--- src/rtl/uart_pkg.sv ---
// rtl/uart_pkg.sv - shared UART constants and receiver state encoding
package uart_pkg;

    localparam int BAUD       = 9600;
    localparam int OVERSAMPLE = 16;
    localparam int DATA_BITS  = 8;

    typedef enum logic [2:0] {
        IDLE  = 3'd0,
        START = 3'd1,
        DATA  = 3'd2,
        STOP  = 3'd3,
        BREAK = 3'd4
    } rx_state_t;

endpackage

--- src/rtl/uart_rxd_if.sv ---
// rtl/uart_rxd_if.sv - byte handoff bus between the UART receiver and its consumer
interface uart_rxd_if #(
    parameter int DATA_BITS = uart_pkg::DATA_BITS
);

    logic                 ack;
    logic [DATA_BITS-1:0] data;
    logic                 rdy;
    logic                 frame_err;
    logic                 overrun;
    logic                 busy;

    modport master (
        input  ack,
        output data, rdy, frame_err, overrun, busy
    );

    modport slave (
        output ack,
        input  data, rdy, frame_err, overrun, busy
    );

endinterface

--- src/rtl/uart_rx_sync.sv ---
// rtl/uart_rx_sync.sv - two-flop synchronizer, resets to all ones (idle line level)
module uart_rx_sync #(
    parameter int WIDTH = 1
) (
    input  logic             clk,
    input  logic             rst,
    input  logic [WIDTH-1:0] d,
    output logic [WIDTH-1:0] q
);

    logic [WIDTH-1:0] meta;

    always_ff @(posedge clk) begin
        if (rst) begin
            meta <= '1;
            q    <= '1;
        end else begin
            meta <= d;
            q    <= meta;
        end
    end

endmodule

--- src/rtl/uart_rxd.sv ---
// rtl/uart_rxd.sv - 16x oversampling 8N1 UART receiver with a 1-entry holding register
module uart_rxd
    import uart_pkg::*;
#(
    parameter int OVERSAMPLE = uart_pkg::OVERSAMPLE,
    parameter int DATA_BITS  = uart_pkg::DATA_BITS
) (
    input  logic         clk_153600Hz,
    input  logic         rst,
    input  logic         rxd,
    uart_rxd_if.master   bus
);

    localparam int SW = $clog2(OVERSAMPLE);
    localparam int BW = (DATA_BITS > 1) ? $clog2(DATA_BITS) : 1;
    localparam logic [SW-1:0] HALF_LAST = SW'(OVERSAMPLE / 2 - 1);
    localparam logic [SW-1:0] FULL_LAST = SW'(OVERSAMPLE - 1);
    localparam logic [BW-1:0] BIT_LAST  = BW'(DATA_BITS - 1);

    logic                 rxd_s;
    rx_state_t            state;
    logic [SW-1:0]        sample_cnt;
    logic [BW-1:0]        bit_cnt;
    logic [DATA_BITS-1:0] shift;
    logic [DATA_BITS-1:0] data_r;
    logic                 rdy_r;
    logic                 frame_err_r;
    logic                 overrun_r;

    uart_rx_sync #(.WIDTH(1)) u_sync (
        .clk (clk_153600Hz),
        .rst (rst),
        .d   (rxd),
        .q   (rxd_s)
    );

    always_ff @(posedge clk_153600Hz) begin
        if (rst) begin
            state       <= IDLE;
            sample_cnt  <= '0;
            bit_cnt     <= '0;
            shift       <= '0;
            data_r      <= '0;
            rdy_r       <= 1'b0;
            frame_err_r <= 1'b0;
            overrun_r   <= 1'b0;
        end else begin
            frame_err_r <= 1'b0;
            if (bus.ack && rdy_r) begin
                rdy_r     <= 1'b0;
                overrun_r <= 1'b0;
            end
            case (state)
                IDLE: begin
                    sample_cnt <= '0;
                    bit_cnt    <= '0;
                    if (!rxd_s)
                        state <= START;
                end
                START: begin
                    if (sample_cnt == HALF_LAST) begin
                        sample_cnt <= '0;
                        state      <= rxd_s ? IDLE : DATA;
                    end else begin
                        sample_cnt <= sample_cnt + 1'b1;
                    end
                end
                DATA: begin
                    if (sample_cnt == FULL_LAST) begin
                        sample_cnt <= '0;
                        shift      <= {rxd_s, shift[DATA_BITS-1:1]};
                        if (bit_cnt == BIT_LAST) begin
                            bit_cnt <= '0;
                            state   <= STOP;
                        end else begin
                            bit_cnt <= bit_cnt + 1'b1;
                        end
                    end else begin
                        sample_cnt <= sample_cnt + 1'b1;
                    end
                end
                STOP: begin
                    if (sample_cnt == FULL_LAST) begin
                        sample_cnt <= '0;
                        if (rxd_s) begin
                            // A same-cycle ack consumed the old byte, so only an unacked byte counts as overrun.
                            data_r <= shift;
                            rdy_r  <= 1'b1;
                            if (rdy_r && !bus.ack)
                                overrun_r <= 1'b1;
                            state <= IDLE;
                        end else begin
                            frame_err_r <= 1'b1;
                            state       <= BREAK;
                        end
                    end else begin
                        sample_cnt <= sample_cnt + 1'b1;
                    end
                end
                BREAK: begin
                    if (rxd_s)
                        state <= IDLE;
                end
                default: state <= IDLE;
            endcase
        end
    end

    assign bus.data      = data_r;
    assign bus.rdy       = rdy_r;
    assign bus.frame_err = frame_err_r;
    assign bus.overrun   = overrun_r;
    assign bus.busy      = (state != IDLE);

endmodule
--- src/flat_wrapper.sv ---
// flat-port wrapper written by rule: the top's interface ports become plain ports
module uart_rxd_flat import uart_pkg::*;
#(
    parameter int OVERSAMPLE = uart_pkg::OVERSAMPLE,
    parameter int DATA_BITS  = uart_pkg::DATA_BITS
)
  (clk_153600Hz, rst, rxd, bus_ack, bus_data, bus_rdy, bus_frame_err, bus_overrun, bus_busy);
  uart_rxd_if #(.DATA_BITS(DATA_BITS)) bus_i ();
  input  logic clk_153600Hz;
  input  logic rst;
  input  logic rxd;
  input wire logic [$bits(bus_i.ack)-1:0] bus_ack;
  output wire logic [$bits(bus_i.data)-1:0] bus_data;
  output wire logic [$bits(bus_i.rdy)-1:0] bus_rdy;
  output wire logic [$bits(bus_i.frame_err)-1:0] bus_frame_err;
  output wire logic [$bits(bus_i.overrun)-1:0] bus_overrun;
  output wire logic [$bits(bus_i.busy)-1:0] bus_busy;
  assign bus_i.ack = bus_ack;
  assign bus_data = bus_i.data;
  assign bus_rdy = bus_i.rdy;
  assign bus_frame_err = bus_i.frame_err;
  assign bus_overrun = bus_i.overrun;
  assign bus_busy = bus_i.busy;
  uart_rxd #(.OVERSAMPLE(OVERSAMPLE), .DATA_BITS(DATA_BITS)) u_core (.clk_153600Hz(clk_153600Hz), .rst(rst), .rxd(rxd), .bus(bus_i));
endmodule
--- config.mk ---
export PLATFORM = sky130hd
export DESIGN_NAME = uart_rxd_flat
export DESIGN_NICKNAME = d
export VERILOG_FILES = /design/src/rtl/uart_pkg.sv /design/src/rtl/uart_rxd_if.sv /design/src/rtl/uart_rx_sync.sv /design/src/rtl/uart_rxd.sv /design/src/flat_wrapper.sv
export SDC_FILE = /design/constraint.sdc
export NUM_CORES = 1
export LEC_CHECK = 0
export ABC_CLOCK_PERIOD_IN_PS = 3400
export CAP_MARGIN = 20
export CORE_UTILIZATION = 58
export CTS_CLUSTER_SIZE = 10
export DETAILED_ROUTE_END_ITERATION = 8
export GPL_ROUTABILITY_DRIVEN = 1
export HOLD_SLACK_MARGIN = 0.03
export PLACE_DENSITY = 0.82
export SLEW_MARGIN = 15
export SYNTH_ARGS = -nofsm -noshare
export SYNTH_HDL_FRONTEND = slang
export SYNTH_HIERARCHICAL = 1
export SYNTH_SLANG_ARGS = --single-unit
--- constraint.sdc ---
create_clock -name clk_153600Hz -period 3.4 [get_ports clk_153600Hz]
set_input_delay 0.51 -clock clk_153600Hz [delete_from_list [all_inputs] [get_ports clk_153600Hz]]
set_output_delay 0.51 -clock clk_153600Hz [all_outputs]
set_load 0.02 [all_outputs]
==> results of run 1 <==
==> where the power goes <==
part           total, uW  switching (uW)  internal, uW
combinational       23.1            11.2          11.9
sequential           368            3.18           365
clock                220             125          95.6
==> area by class of cell <==
| cell class | count | area, um2 | share of cell area [%] |
|---|---|---|---|
| inverter | 2 | 7.51 | 0.462 |
| clock buffer | 6 | 51.3 | 3.15 |
| multi-input combinational | 115 | 749 | 46.1 |
| sequential | 31 | 621 | 38.2 |
| tap | 28 | 35.0 | 2.15 |
| timing repair buffer | 16 | 158 | 9.69 |
| clock inverter | 1 | 5.00 | 0.308 |
==> synthesized netlist by cell type <==
cell type   n
a41oi_1     1
o2bb2a_1    1
nand4b_4    1
nand3_1    12
o22ai_1     1
nor3_4      1
nand2_1     7
or3_1       2
nand2b_1   19
o21a_1      1
or2_1       3
o211ai_1    2
mux2i_1     8
nor4_1      1
nand4b_1    1
xnor2_1     1
o21ai_1     1
and4b_1     1
or2_2       1
buf_2       5
nor3_1      1
o311ai_0    1
and2_1      1
nor2b_1     4
o21bai_1    1
xor2_1      2
o21ai_0    13
a211o_1     1
nor2_1      5
inv_1       2
a21oi_1    14
a311oi_1    1
nand4_1     1
dfxtp_1    31
or4_1       1
clkbuf_1    8
nand3b_1    1
ha_1        3
==> per-layer routing <==
| metal | part of all wire (%) | routed length, um | GRT usage (%) |
|---|---|---|---|
| met3 | 5.5 | 157 | 9.36 |
| met4 | 1.2 | 33 | 10.4 |
| met5 | 0 | 0 | 0 |
| met2 | 48 | 1350 | 38.5 |
| met1 | 46 | 1300 | 29.7 |
==> per-stage QoR <==
stage               std cells  worst slack, ps  utilization, %  power [uW]  hold slack (ps)
floorplan                 161             1890               -         391              385
global placement          192             1410            69.0         398              389
detailed placement        192             1370            69.0         399              406
CTS                       199              987            71.5         619              429
global route              199              935            71.5         631              445
finish                    199              995            71.5         611              426
==> cells by family (layout without fill, tap and decap cells) <==
kind of cell,after synthesis,after routing
flip-flops,31,31
multiplexers,8,8
buffers and inverters,15,25
adder cells (fa/ha/maj),3,3
AND/OR/NAND/NOR,63,63
AO/OA/AOI/OAI,38,38
XOR/XNOR,3,3
==> final timing paths <==
| path | to | slack (ps) | cells after the start |
|---|---|---|---|
| max | bus_busy | 990 | 2 |
| min | u_core/u_sync/q | 430 | 1 |
| max reg2reg | u_core/bus.data[0] | 1410 | 4 |
| min reg2reg | u_core/u_sync/q | 430 | 1 |
==> registers in the layout, summed over array words and instances, names as in the netlist, named ones only <==
register / count
u_core/bus.frame_err: 1
u_core/state: 3
u_core/bus.data: 8
u_core/shift: 8
u_core/bit_cnt: 3
u_core/bus.rdy: 1
u_core/u_sync/meta: 1
u_core/u_sync/q: 1
u_core/sample_cnt: 4
==> results.md, run 1 <==
* CP peak stage delay at 580 ps
* Setup TNS at 0 ps
* DRT antenna net count at 0
* Hold WC Path Type: reg -> reg
* Die width at 51.7 um
* R2R Path Start: u_core/sample_cnt[0]
* Routed WL per cell at 14.3 um
* Final wirelength at 2850 um
* Initial Util at 62.9%
* Drt first-iter violations at 42
* Max-slew headroom at 53.1%
* Post-CTS sizing at 0
* Count of cell types in the netlist at 38
* Overall Global Routing Usage at 24.5%
* CTS tree: done
* CP Cell Sequence: or3_1 > clkdlybuf4s50_1
* Startpoint types: flop
* Crit. End Element: output pin
* Yosys reg bits at 31
* Family with the most delay on the worst path: buffers and inverters
* CP arrival at 1900 ps
* Compound-gate portion of the synthesized area at 15.5%
* Clk root buf: clkbuf_4
* Synth Cell Area at 0.00143 mm2
* Synth area leader: dfxtp_1
* Layout area overhead at 13.5%
* First-pass GRT wire length at 4600 um
* Hold-fix buffers, CTS at 0
* Drt first pass iters at 4
* Core area at 0.00228 mm2
* CP startpoint: u_core/state[1]
* Share of post-route cells with drive strength above 1 at 6.43%
* Synthesis Warnings at 6
* Xor/xnor share of the synthesized area at 1.83%
* PortBufs at 15
* Yosys top cell area share at 43.3%
* Final setup viols at 0
* Slew Limit Fails at 0
* Die area at 0.00267 mm2
* Fmax at 416 MHz
* Overflow after GRT at 0
* Drt via density at 5.80
* Post-synthesis sequential area ratio at 43.3%
* Clock skew at 4.29 ps
* Area after DPL at 0.00157 mm2
* Clock Tree Buf Depth at 2
* Mapped Nets at 168
* Ant diodes at 0
* Drc violations at 0
* Via count at 1,154
* Commonest non-fill, non-tap cell in the layout: dfxtp_1
* WP data required at 2890 ps
* Fill count at 177
* Placer Congestion at 0.829
* Top-Level Pins at 16
* Cell area after layout at 0.00163 mm2
* Row cnt at 17
* Tightest Pin Transition at 702 ps
* Worst IR drop on VDD at 0.328 mV
* Synthesized instance count at 161
* CTS Sinks at 31
* CP Max Fanout at 15
* Num CTS Buffers at 5
* Fin nets at 178
* Die height at 51.7 um
* Syn Area/Cell at 8.90 um2
* Clk_lat worst skew at 330 ps
* Post-DP HPWL at 1860 um
* Largest net degree at the start of global routing at 37
* Clock Pin Slew Worst Setup and Hold Paths at 90 ps
* Most frequent cells in the layout: 31 x dfxtp_1, 19 x nand2b_1, 15 x clkdlybuf4s50_1
* RSZ-0062 raised after global routing: no
* Hold Vio Cnt, Final at 0
* Worst path slowest cell: clkdlybuf4s50_1
* Crit share post-route at 70.7%
* Mux contribution to synthesized area at 5.59%
* Worst Path Class, Setup: reg -> out
* Vias in the first global route at 1,014
* Leakage at 0.000563 uW
* Shortest period the worst path allows at 2410 ps
* Top cells by area, synth: dfxtp_1 43%, nand2b_1 8.3%, mux2i_1 5.6%
* CTS H-tree lvls at 2
* Pwr/cell area at 376 mW/mm2
* Outcome: finished, final reports clean
* Worst path bufs/invs at 1
* Max-cap violations at 0
* Initial antenna violation count at 0
* Synth Area in Adders at 2.62%
* Largest family of logic cells by synthesized area: simple AND/OR/NAND/NOR gates
* Postcts setup bufs at 0
* Hold path start: u_core/u_sync/meta
* Synth Area in Simple Gates at 26.8%
(Power assumes the default switching activity.)
==> inputs of run 2 (changes only) <==
--- a/config.mk
+++ b/config.mk
@@ -5,14 +5,14 @@
 export SDC_FILE = /design/constraint.sdc
 export NUM_CORES = 1
 export LEC_CHECK = 0
-export ABC_CLOCK_PERIOD_IN_PS = 3400
+export ABC_CLOCK_PERIOD_IN_PS = 2400
 export CAP_MARGIN = 20
-export CORE_UTILIZATION = 58
+export CORE_UTILIZATION = 54
 export CTS_CLUSTER_SIZE = 10
 export DETAILED_ROUTE_END_ITERATION = 8
 export GPL_ROUTABILITY_DRIVEN = 1
 export HOLD_SLACK_MARGIN = 0.03
-export PLACE_DENSITY = 0.82
+export PLACE_DENSITY = 0.77
 export SLEW_MARGIN = 15
 export SYNTH_ARGS = -nofsm -noshare
 export SYNTH_HDL_FRONTEND = slang
==> constraint.sdc (replaced) <==
create_clock -name clk_153600Hz -period 2.4 [get_ports clk_153600Hz]
set_input_delay 0.36 -clock clk_153600Hz [delete_from_list [all_inputs] [get_ports clk_153600Hz]]
set_output_delay 0.36 -clock clk_153600Hz [all_outputs]
set_load 0.02 [all_outputs]
==> results.md, run 2 (synthesized netlist as in run 1, its figures left out) <==
* CTS tree: done (unchanged)
* Initial antenna violation count at 0 (unchanged)
* Final worst slack at 202 ps (was 995 ps)
* WP data required at 2040 ps (was 2890 ps)
* Setup WS pre-CTS at 475 ps (was 1370 ps)
* Vias in the first global route at 920 (was 1,014)
* Final setup viols at 0 (unchanged)
* CP peak stage delay at 570 ps (was 580 ps)
* Worst Path Class, Setup: reg -> out (unchanged)
* Drc violations at 0 (unchanged)
* CP Cell Sequence: or3_1 > clkdlybuf4s50_1 (unchanged)
* Hold-fix buffers, CTS at 0 (unchanged)
* Drt via density at 5.64 (was 5.80)
* CP arrival at 1840 ps (was 1900 ps)
* Num CTS Buffers at 5 (unchanged)
* Crit share post-route at 91.6%
* Crit. End Element: output pin (unchanged)
* Max-cap violations at 0 (unchanged)
* Share of post-route cells with drive strength above 1 at 6.98% (was 6.43%)
* Die height at 53.5 um (was 51.7 um)
* Ant diodes at 0 (unchanged)
* Outcome: finished, final reports clean (unchanged)
* DRT antenna net count at 0 (unchanged)
* Final wirelength at 2690 um (was 2850 um)
* Row cnt at 18 (was 17)
* Reg power frac at 53.3% (was 60.2%)
* Clk root buf: clkbuf_4 (unchanged)
* Hold WC Path Type: reg -> reg (unchanged)
* R2R Path Start: u_core/sample_cnt[0] (unchanged)
* Via count at 1,140 (was 1,154)
* Setup TNS at 0 ps (unchanged)
* P_int at 780 uW (was 472 uW)
* Slew Limit Fails at 0 (unchanged)
* Fin nets at 178 (unchanged)
* RSZ-0062 raised after global routing: no (unchanged)
* Postcts setup bufs at 0 (unchanged)
* Sw frac at 20.3% (was 22.7%)
* Leakage at 0.000577 uW (was 0.000563 uW)
* Max-slew headroom at 50.2% (was 53.1%)
* Die area at 0.00286 mm2 (was 0.00267 mm2)
* Family with the most delay on the worst path: buffers and inverters (unchanged)
* Clock Tree Buf Depth at 2 (unchanged)
* PortBufs at 15 (unchanged)
* Core area at 0.00250 mm2 (was 0.00228 mm2)
* CTS H-tree lvls at 2 (unchanged)
* Worst path bufs/invs at 1 (unchanged)
* Post-DP HPWL at 1820 um (was 1860 um)
* CTS Sinks at 31 (unchanged)
* Hold Vio Cnt, Final at 0 (unchanged)
* Drt first pass iters at 4 (unchanged)
* Top-Level Pins at 16 (unchanged)
* Fmax at 455 MHz
* Tightest Pin Transition at 746 ps (was 702 ps)
* P_sw at 199 uW (was 139 uW)
* Pwr/cell area at 590 mW/mm2 (was 376 mW/mm2)
* Drt first-iter violations at 32 (was 42)
* Initial Util at 57.3% (was 62.9%)
* Shortest period the worst path allows at 2200 ps
* Routed WL per cell at 13.3 um (was 14.3 um)
* Hold path start: u_core/u_sync/meta (unchanged)
* Largest net degree at the start of global routing at 36 (was 37)
* Most frequent cells in the layout: 31 x dfxtp_1, 19 x nand2b_1, 15 x clkdlybuf4s50_1 (unchanged)
* Clk pwr share at 43.4% (was 36.0%)
* CP Max Fanout at 15 (unchanged)
* Clock skew at 13.9 ps (was 4.29 ps)
* Overflow after GRT at 0 (unchanged)
* Worst IR drop on VDD at 0.630 mV (was 0.328 mV)
* Commonest non-fill, non-tap cell in the layout: dfxtp_1 (unchanged)
* Placer Congestion at 0.870 (was 0.829)
* Post-CTS sizing at 0 (unchanged)
* Overall Global Routing Usage at 21.8% (was 24.5%)
* Clk_lat worst skew at 340 ps (was 330 ps)
* Combinational Power Share at 3.3% (was 3.8%)
* Die width at 53.5 um (was 51.7 um)
* Clock Pin Slew Worst Setup and Hold Paths at 90 ps (about the same)
* Layout area overhead at 15.8% (was 13.5%)
* Worst path slowest cell: clkdlybuf4s50_1 (unchanged)
* First-pass GRT wire length at 4270 um (was 4600 um)
* Startpoint types: flop (unchanged)
* CP startpoint: u_core/state[1] (unchanged)
run 2: cell count changes in the layout (fill, tap and decap cells not counted):
| cell | before | now |
|---|---|---|
| bufinv_16 | 0 | 1 |
run 2: worst register-to-register path, delay by kind of cell (launching register included):
family / cells / cell delay, ps
and+or+nand+nor: 2 / 810
DFF: 1 / 410
adders and majority gates: 1 / 370
muxes: 1 / 270
run 2: cell type report:
cell class	count	area (um2)
timing repair buffer	16	158
fill	202	841
inverter	2	7.51
sequential	31	621
tap	30	37.5
multi-input combinational	115	749
clock inverter	2	35.0
clock buffer	6	51.3
run 2: power groups by stage:
stage / Clock, uW / Sequential, uW / Combinational [uW]
2_1_floorplan: 0 / 531 / 23.2
6_report: 425 / 521 / 32.1
3_3_place_gp: 0 / 533 / 31.5
3_5_place_dp: 0 / 533 / 31.9
4_1_cts: 439 / 521 / 32.2
5_1_grt: 460 / 523 / 35.3
run 2: path summary, 6_finish.rpt:
check	cells after the start	end	slack, ps
worst max-delay path	2	bus_busy	200
worst min-delay path	1	u_core/u_sync/q	410
worst max register to register	4	u_core/bus.data[5]	490
worst min register to register	1	u_core/u_sync/q	410
run 2: stage by stage:
| stage | cells | hold WS (ps) | utilization, % | power [uW] | cell area (um2) |
|---|---|---|---|---|---|
| 6_report | 202 | 414 | 66.4 | 979 | 1660 |
| 5_1_grt | 202 | 425 | 66.4 | 1020 | 1660 |
| 4_1_cts | 202 | 416 | 66.4 | 993 | 1660 |
| 3_5_place_dp | 194 | 393 | 62.9 | 565 | 1570 |
| 3_3_place_gp | 194 | 391 | 62.9 | 564 | 1570 |
| 2_1_floorplan | 161 | 385 | - | 554 | 1430 |
run 2: per-layer routing:
layer	global-route usage (%)	share of wire, %	vias to the layer above
li1	-	-	584
met1	27.2	48	532
met2	32.3	46	18
met3	8.62	4.1	6
met4	10.5	1.9	0
met5	0	0	-
